==> src/rtl/dw_window_gen.sv <==
// -----------------------------------------------------------------------------
// dw_window_gen
//   Builds 3x3 pixel windows for a depthwise convolution from a stream of
//   vertical 3-pixel columns. Each channel is handled in parallel. Windows are
//   emitted at stride 1 or stride 2 and never straddle a row boundary. The last
//   window of a frame is flagged with eof.
//
// Ports
//   clk          rising-edge clock
//   rstn         asynchronous active-low reset
//   col_in       one column per channel. Row r=0 is the newest (bottom) row and
//                r=2 is the oldest (top) row. The slice is
//                [(r*CHANNEL_NUM+ch)*DATA_WIDTH +: DATA_WIDTH]
//   valid_in     col_in carries a column this cycle
//   frame_start  single-cycle pulse that starts a frame. It is accepted only
//                when both dimensions are >= 3
//   img_width    columns per row, sampled on an accepted frame_start
//   img_height   rows per frame, sampled on an accepted frame_start
//   stride2      1 selects stride 2, 0 selects stride 1; sampled with the
//                dimensions
//   win_out      registered 3x3 window. Tap k=3*tr+tc (tr=0 top, tc=0 left)
//                of channel ch is at [(k*CHANNEL_NUM+ch)*DATA_WIDTH +: DATA_WIDTH]
//   valid_out    win_out was updated with a new window this cycle
//   eof          frame finished. It coincides with the final window, if there
//                is one
//   busy         a frame is in progress (RUN or FLUSH)
// -----------------------------------------------------------------------------
module dw_window_gen #(
   parameter int DATA_WIDTH  = 8,
   parameter int CHANNEL_NUM = 18,
   parameter int MAX_DIM     = 320,
   parameter int DIM_W       = $clog2(MAX_DIM + 1)
) (
   input  logic                                clk,
   input  logic                                rstn,
   input  logic [CHANNEL_NUM*3*DATA_WIDTH-1:0] col_in,
   input  logic                                valid_in,
   input  logic                                frame_start,
   input  logic [DIM_W-1:0]                    img_width,
   input  logic [DIM_W-1:0]                    img_height,
   input  logic                                stride2,
   output logic [CHANNEL_NUM*9*DATA_WIDTH-1:0] win_out,
   output logic                                valid_out,
   output logic                                eof,
   output logic                                busy
);

   localparam int COL_W = CHANNEL_NUM * 3 * DATA_WIDTH;
   localparam int WIN_W = CHANNEL_NUM * 9 * DATA_WIDTH;

   typedef enum logic [1:0] {
      IDLE  = 2'd0,
      RUN   = 2'd1,
      FLUSH = 2'd2
   } state_t;

   state_t           state;
   state_t           state_nxt;

   logic [DIM_W-1:0] width_q;
   logic [DIM_W-1:0] height_q;
   logic             stride2_q;
   logic [DIM_W-1:0] col_cnt;
   logic [DIM_W-1:0] row_cnt;

   // Column history. s0 holds the previous column and s1 the one before it.
   // After the shift, the oldest column (s2) is exactly what s1 holds now, so
   // a third register would never be read.
   logic [COL_W-1:0] s0;
   logic [COL_W-1:0] s1;

   logic [WIN_W-1:0] win_nxt;
   logic             start_ok;
   logic             accept;
   logic             last_col;
   logic             last_row;
   logic             emit;

   // A frame_start with a degenerate size is ignored entirely.
   assign start_ok = frame_start && (img_width >= DIM_W'(3)) && (img_height >= DIM_W'(3));

   // An accepted frame_start takes the column for itself: it becomes column 0
   // of the new frame instead of being counted in the old one.
   assign accept   = (state == RUN) && valid_in && !start_ok;
   assign last_col = (col_cnt == width_q - DIM_W'(1));
   assign last_row = (row_cnt == height_q - DIM_W'(1));

   // The col_cnt >= 2 gate also keeps the previous row's tail out of a window.
   assign emit     = accept && (col_cnt >= DIM_W'(2)) && (row_cnt >= DIM_W'(2)) &&
                     (!stride2_q || (!col_cnt[0] && !row_cnt[0]));

   // ---------------------------------------------------------------- state reg
   // NOTE: sequential state uses non-blocking (<=) so every flop samples the
   // pre-edge value of the others, independent of statement order.
   always_ff @(posedge clk or negedge rstn) begin
      if (!rstn) state <= IDLE;
      else       state <= state_nxt;
   end

   // --------------------------------------------------------------- next state
   // NOTE: default assignment first, so no path through the block leaves
   // state_nxt unassigned and no latch is inferred.
   always_comb begin
      state_nxt = state;
      if (start_ok) begin
         state_nxt = RUN;
      end else begin
         case (state)
            RUN:     if (accept && last_col && last_row) state_nxt = FLUSH;
            FLUSH:   state_nxt = IDLE;
            default: state_nxt = state;
         endcase
      end
   end

   // ------------------------------------------------------------------ outputs
   always_comb begin
      busy = (state != IDLE);
      eof  = (state == FLUSH);
   end

   // ---------------------------------------------------------- window assembly
   // Left column = s1, middle column = s0, right column = col_in.
   // The top tap row comes from the oldest input row (r=2).
   always_comb begin
      win_nxt = '0;
      for (int ch = 0; ch < CHANNEL_NUM; ch++) begin
         for (int tr = 0; tr < 3; tr++) begin
            win_nxt[((3*tr+0)*CHANNEL_NUM+ch)*DATA_WIDTH +: DATA_WIDTH] =
               s1[((2-tr)*CHANNEL_NUM+ch)*DATA_WIDTH +: DATA_WIDTH];
            win_nxt[((3*tr+1)*CHANNEL_NUM+ch)*DATA_WIDTH +: DATA_WIDTH] =
               s0[((2-tr)*CHANNEL_NUM+ch)*DATA_WIDTH +: DATA_WIDTH];
            win_nxt[((3*tr+2)*CHANNEL_NUM+ch)*DATA_WIDTH +: DATA_WIDTH] =
               col_in[((2-tr)*CHANNEL_NUM+ch)*DATA_WIDTH +: DATA_WIDTH];
         end
      end
   end

   // ----------------------------------------------------------------- datapath
   // NOTE: the column history is a handful of flops, not a RAM, so it can take
   // the asynchronous reset. That guarantees a stale window is never emitted
   // after reset.
   always_ff @(posedge clk or negedge rstn) begin
      if (!rstn) begin
         width_q   <= '0;
         height_q  <= '0;
         stride2_q <= 1'b0;
         col_cnt   <= '0;
         row_cnt   <= '0;
         s0        <= '0;
         s1        <= '0;
         win_out   <= '0;
         valid_out <= 1'b0;
      end else if (start_ok) begin
         width_q   <= img_width;
         height_q  <= img_height;
         stride2_q <= stride2;
         row_cnt   <= '0;
         s1        <= '0;
         valid_out <= 1'b0;
         if (valid_in) begin
            col_cnt <= DIM_W'(1);
            s0      <= col_in;
         end else begin
            col_cnt <= '0;
            s0      <= '0;
         end
      end else begin
         valid_out <= emit;
         if (accept) begin
            s1 <= s0;
            s0 <= col_in;
            if (last_col) begin
               col_cnt <= '0;
               row_cnt <= row_cnt + DIM_W'(1);
            end else begin
               col_cnt <= col_cnt + DIM_W'(1);
            end
         end
         if (emit) win_out <= win_nxt;
      end
   end

endmodule

==> config.mk <==
export PLATFORM = sky130hd
export DESIGN_NAME = dw_window_gen
export DESIGN_NICKNAME = d
export VERILOG_FILES = /design/src/rtl/dw_window_gen.sv
export SDC_FILE = /design/constraint.sdc
export NUM_CORES = 2
export LEC_CHECK = 0
export BUFFER_PORTS_ARGS = -buffer_cell sky130_fd_sc_hd__buf_2
export CAP_MARGIN = 20
export CORE_AREA = 2 2 679 681
export DETAILED_ROUTE_END_ITERATION = 10
export DIE_AREA = 0 0 681 683
export PLACE_DENSITY = 0.31
export REMOVE_ABC_BUFFERS = 1
export SLEW_MARGIN = 25
export SYNTH_ARGS = -nofsm -noshare
export SYNTH_HDL_FRONTEND = slang
export SYNTH_SLANG_ARGS = --single-unit
export TNS_END_PERCENT = 20
==> constraint.sdc <==
create_clock -name clk -period 3.39 [get_ports clk]
set_input_delay 0.339 -clock clk [delete_from_list [all_inputs] [get_ports clk]]
set_output_delay 0.339 -clock clk [all_outputs]
set_load 0.005 [all_outputs]
==> summary.md <==
| Metric | Value |
|---|---|
| Peak supply drop | 382 uV |
| RSZ-0062 raised after global routing | no |
| Initial antenna violation count | 34 |
| Critical Path AT | 3610 ps |
| Worst-Skew Late Latency | 910 ps |
| Critical Path Start Type | flip-flop |
| Gr usage total | 16.5% |
| TritonCTS buffer count | 289 |
| LEAKAGE | 62.1 nW |
| Post-CTS setup buffer count | 0 |
| # IOs | 1,754 |
| Final period util | 84.3% |
| Aggregate routed wire length | 398,000 um |
| Max layer used | met5 |
| Layout area overhead | 37.9% |
| Gpl congestion | 0.821 |
| Fmax | 0.350 GHz |
| Final Critical Period | 2860 ps |
| Core area | 0.458 mm2 |
| H-tree depth | 5 |
| First-pass GRT wire length | 559,000 um |
| Cts repair resizes | 0 |
| Clk sinks | 2,200 |
| Least-Margin Pin Slew | 1130 ps |
| CP bufs+invs | 1 |
| # DRC | 0 |
| Mapped Avg Cell Area | 9.60 um2 |
| Crit path max fanout | 11 |
| Clk buf depth | 4 |
| Reg area | 0.0551 mm2 |
| Most frequent cells in the layout | nand2_1, dfrtp_1, buf_2 |
| Max stage delay cell, worst path | nor3_2 |
| EDFF count, synth | 0 |
| Met1 WL | 169,000 um |
| Initial Util | 18.1% |
| Post-layout worst setup margin | 531 ps |
| Cell Pwr Density | 544 mW/mm2 |
| Post-synth cell types | 55 |
| Synthesized area | 0.0827 mm2 |
| Most common cell after layout, fill and taps aside | nand2_1 |
| Largest net degree at the start of global routing | 148 |
| Final Max Tran Viols | 0 |
| Starting DRT DRC Count | 4,379 |
| GRT overflow | 0 |
| Die ar. | 0.465 mm2 |
| Number of fillers in the final layout | 49,720 |
| Port-buffer cells | 1,753 |
| Seq cells post-synth | 2,200 |
| DR pass1 iterations | 5 |
| Max incr delay on CP | 470 ps |
| CP Class | reg2reg |
| Crit-path leading delay family | compound AO/OA/AOI/OAI gates |
| Warnings, synthesis | 0 |
| Fin. Hold Viols | 0 |
| Post-Layout Cell Count | 17,216 |
| CTS Hold Bufs | 453 |
| Sequential fraction of the synthesis area | 66.6% |
| Detailed Place HPWL | 286,000 um |
| DRT antenna net count | 0 |
| DR WL/cell | 23.1 um |
| Multi-input logic area | 0.0254 mm2 |
| Cell chain of the critical path | inv_1, ha_1, or2_1, a22o_1, a2111oi_4, o211ai_2, nor3_2, nor3_1 |
| Die extent in y | 683 um |
| Clk root buf | clkbuf_16 |
| Clock transition at path regs | 60 ps |
| Final setup vio count | 0 |
| Status | complete, no violations |
| CTS tree | done |
| Final Skew | 50.9 ps |
| Synth Flop Type | dfrtp_1 |
| Nets | 11,299 |
| Mapped Cells | 8,616 |
| Routed vias | 69,224 |
| Worst path required time | 4140 ps |
| Layout cells sized above 1 | 22.3% |
| # placed instances | 16,243 |
| Worst Setup End Kind | flip-flop |
| Slew margin rel. | 24.5% |
| Final setup TNS | 0 ps |
| FP Rows | 249 |
| Routed wl met3 | 26,000 um |
| Worst min-delay path category | in2async |
| Die width | 681 um |
| Asr flop ratio synth | 100% |
| Max Cap Viol | 0 |
| Vias in the first global route | 70,763 |
| Total power | 62.0 mW |
| Vias per inst | 4.02 |
| Met2 wire length | 190,000 um |
| DP Worst Slack | 377 ps |
## worst reg2reg max path: cells and delay by family (launching register included)
| family | cells | cell delay (ps) |
|---|---|---|
| and+or+nand+nor | 3 | 870 |
| DFF | 1 | 450 |
| AOI/OAI and AO/OA | 3 | 1000 |
| buffers and inverters | 1 | 100 |
| adders and majority gates | 1 | 290 |
## power by group
group / internal, mW / total, mW / leakage (nW) / switching [mW]
sequential: 27.1 / 27.8 / 29.8 / 0.744
clock: 17.9 / 30.6 / 4.58 / 12.7
combinational: 1.35 / 3.63 / 27.7 / 2.27
## worst paths after layout
path,start,slack [ps],to,cells after the start
worst max register to register,width_q[0],530,col_cnt[2],8
worst min register to register,s1[223],440,win_out[511],2
worst min-delay path,rstn,50,win_out[5],2
max in group asynchronous,rstn,1870,win_out[1060],3
worst max-delay path,width_q[0],530,col_cnt[2],8
min in group clk,frame_start,160,s1[219],4
## per-stage QoR
stage          hold WS [ps]  cell area, um2  utilization (%)
2_1_floorplan          43.4           80400                -
3_3_place_gp            335          100000             21.9
3_5_place_dp            336          100000             21.9
4_1_cts                21.4          114000             24.9
5_1_grt                10.6          114000             24.9
6_report               47.2          114000             24.9
## cell usage after synthesis, drive strengths merged (3+ instances only)
library cell,count,area share [%]
inv,9,0.041
a21oi,435,2.6
dfrtp,2200,67
nor2,17,0.077
nor2b,3,0.023
o31ai,3,0.033
buf,215,1.3
o21ai,10,0.061
a22o,433,4.6
xnor2,17,0.18
a31oi,5,0.038
or3,5,0.044
nand4,6,0.045
nand3,16,0.097
mux2i,3,0.036
xor2,11,0.12
nor3,19,0.12
o311ai,5,0.053
or4,3,0.027
nand4b,4,0.042
nand2,4825,22
nand2b,3,0.023
clkbuf,329,1.5
nor4,7,0.071
ha,6,0.091
## state kept, by name, summed over array words and instances (netlist names)
register / flops
stride2_q: 1
height_q: 9
row_cnt: 9
s1: 432
width_q: 9
col_cnt: 9
s0: 432
win_out: 1296
state: 2
valid_out: 1
## cells by family (layout without fill, tap and decap cells)
family                     Yosys count  after routing  share of synthesized area, %
DFF                               2200           2200                          66.6
adders and majority gates            6              6                        0.0907
AOI/OAI and AO/OA                  904            904                          7.58
muxes                                3              3                        0.0363
other                                0             15                             0
and+or+nand+nor                   4922           4922                          22.6
xor gates and xnor gates            28             28                         0.296
buffers and inverters              553           2989                          2.84
## final cells by class
class	instances	area share [%]
diodes	15	0.0329
clock buffers	433	7.50
clock inverters	72	0.684
inverters	9	0.0362
multi-input cells	5863	22.2
flip-flops and latches	2200	48.3
well taps	6149	6.75
repair buffers	2475	14.5
## per-layer routing
metal / vias up / track usage (%)
met4: 14 / 4.90
li1: 31795 / -
met3: 511 / 4.29
met5: - / 0
met1: 35080 / 20.9
met2: 1824 / 27.4
Note: power is estimated with default switching activity, not from simulation.
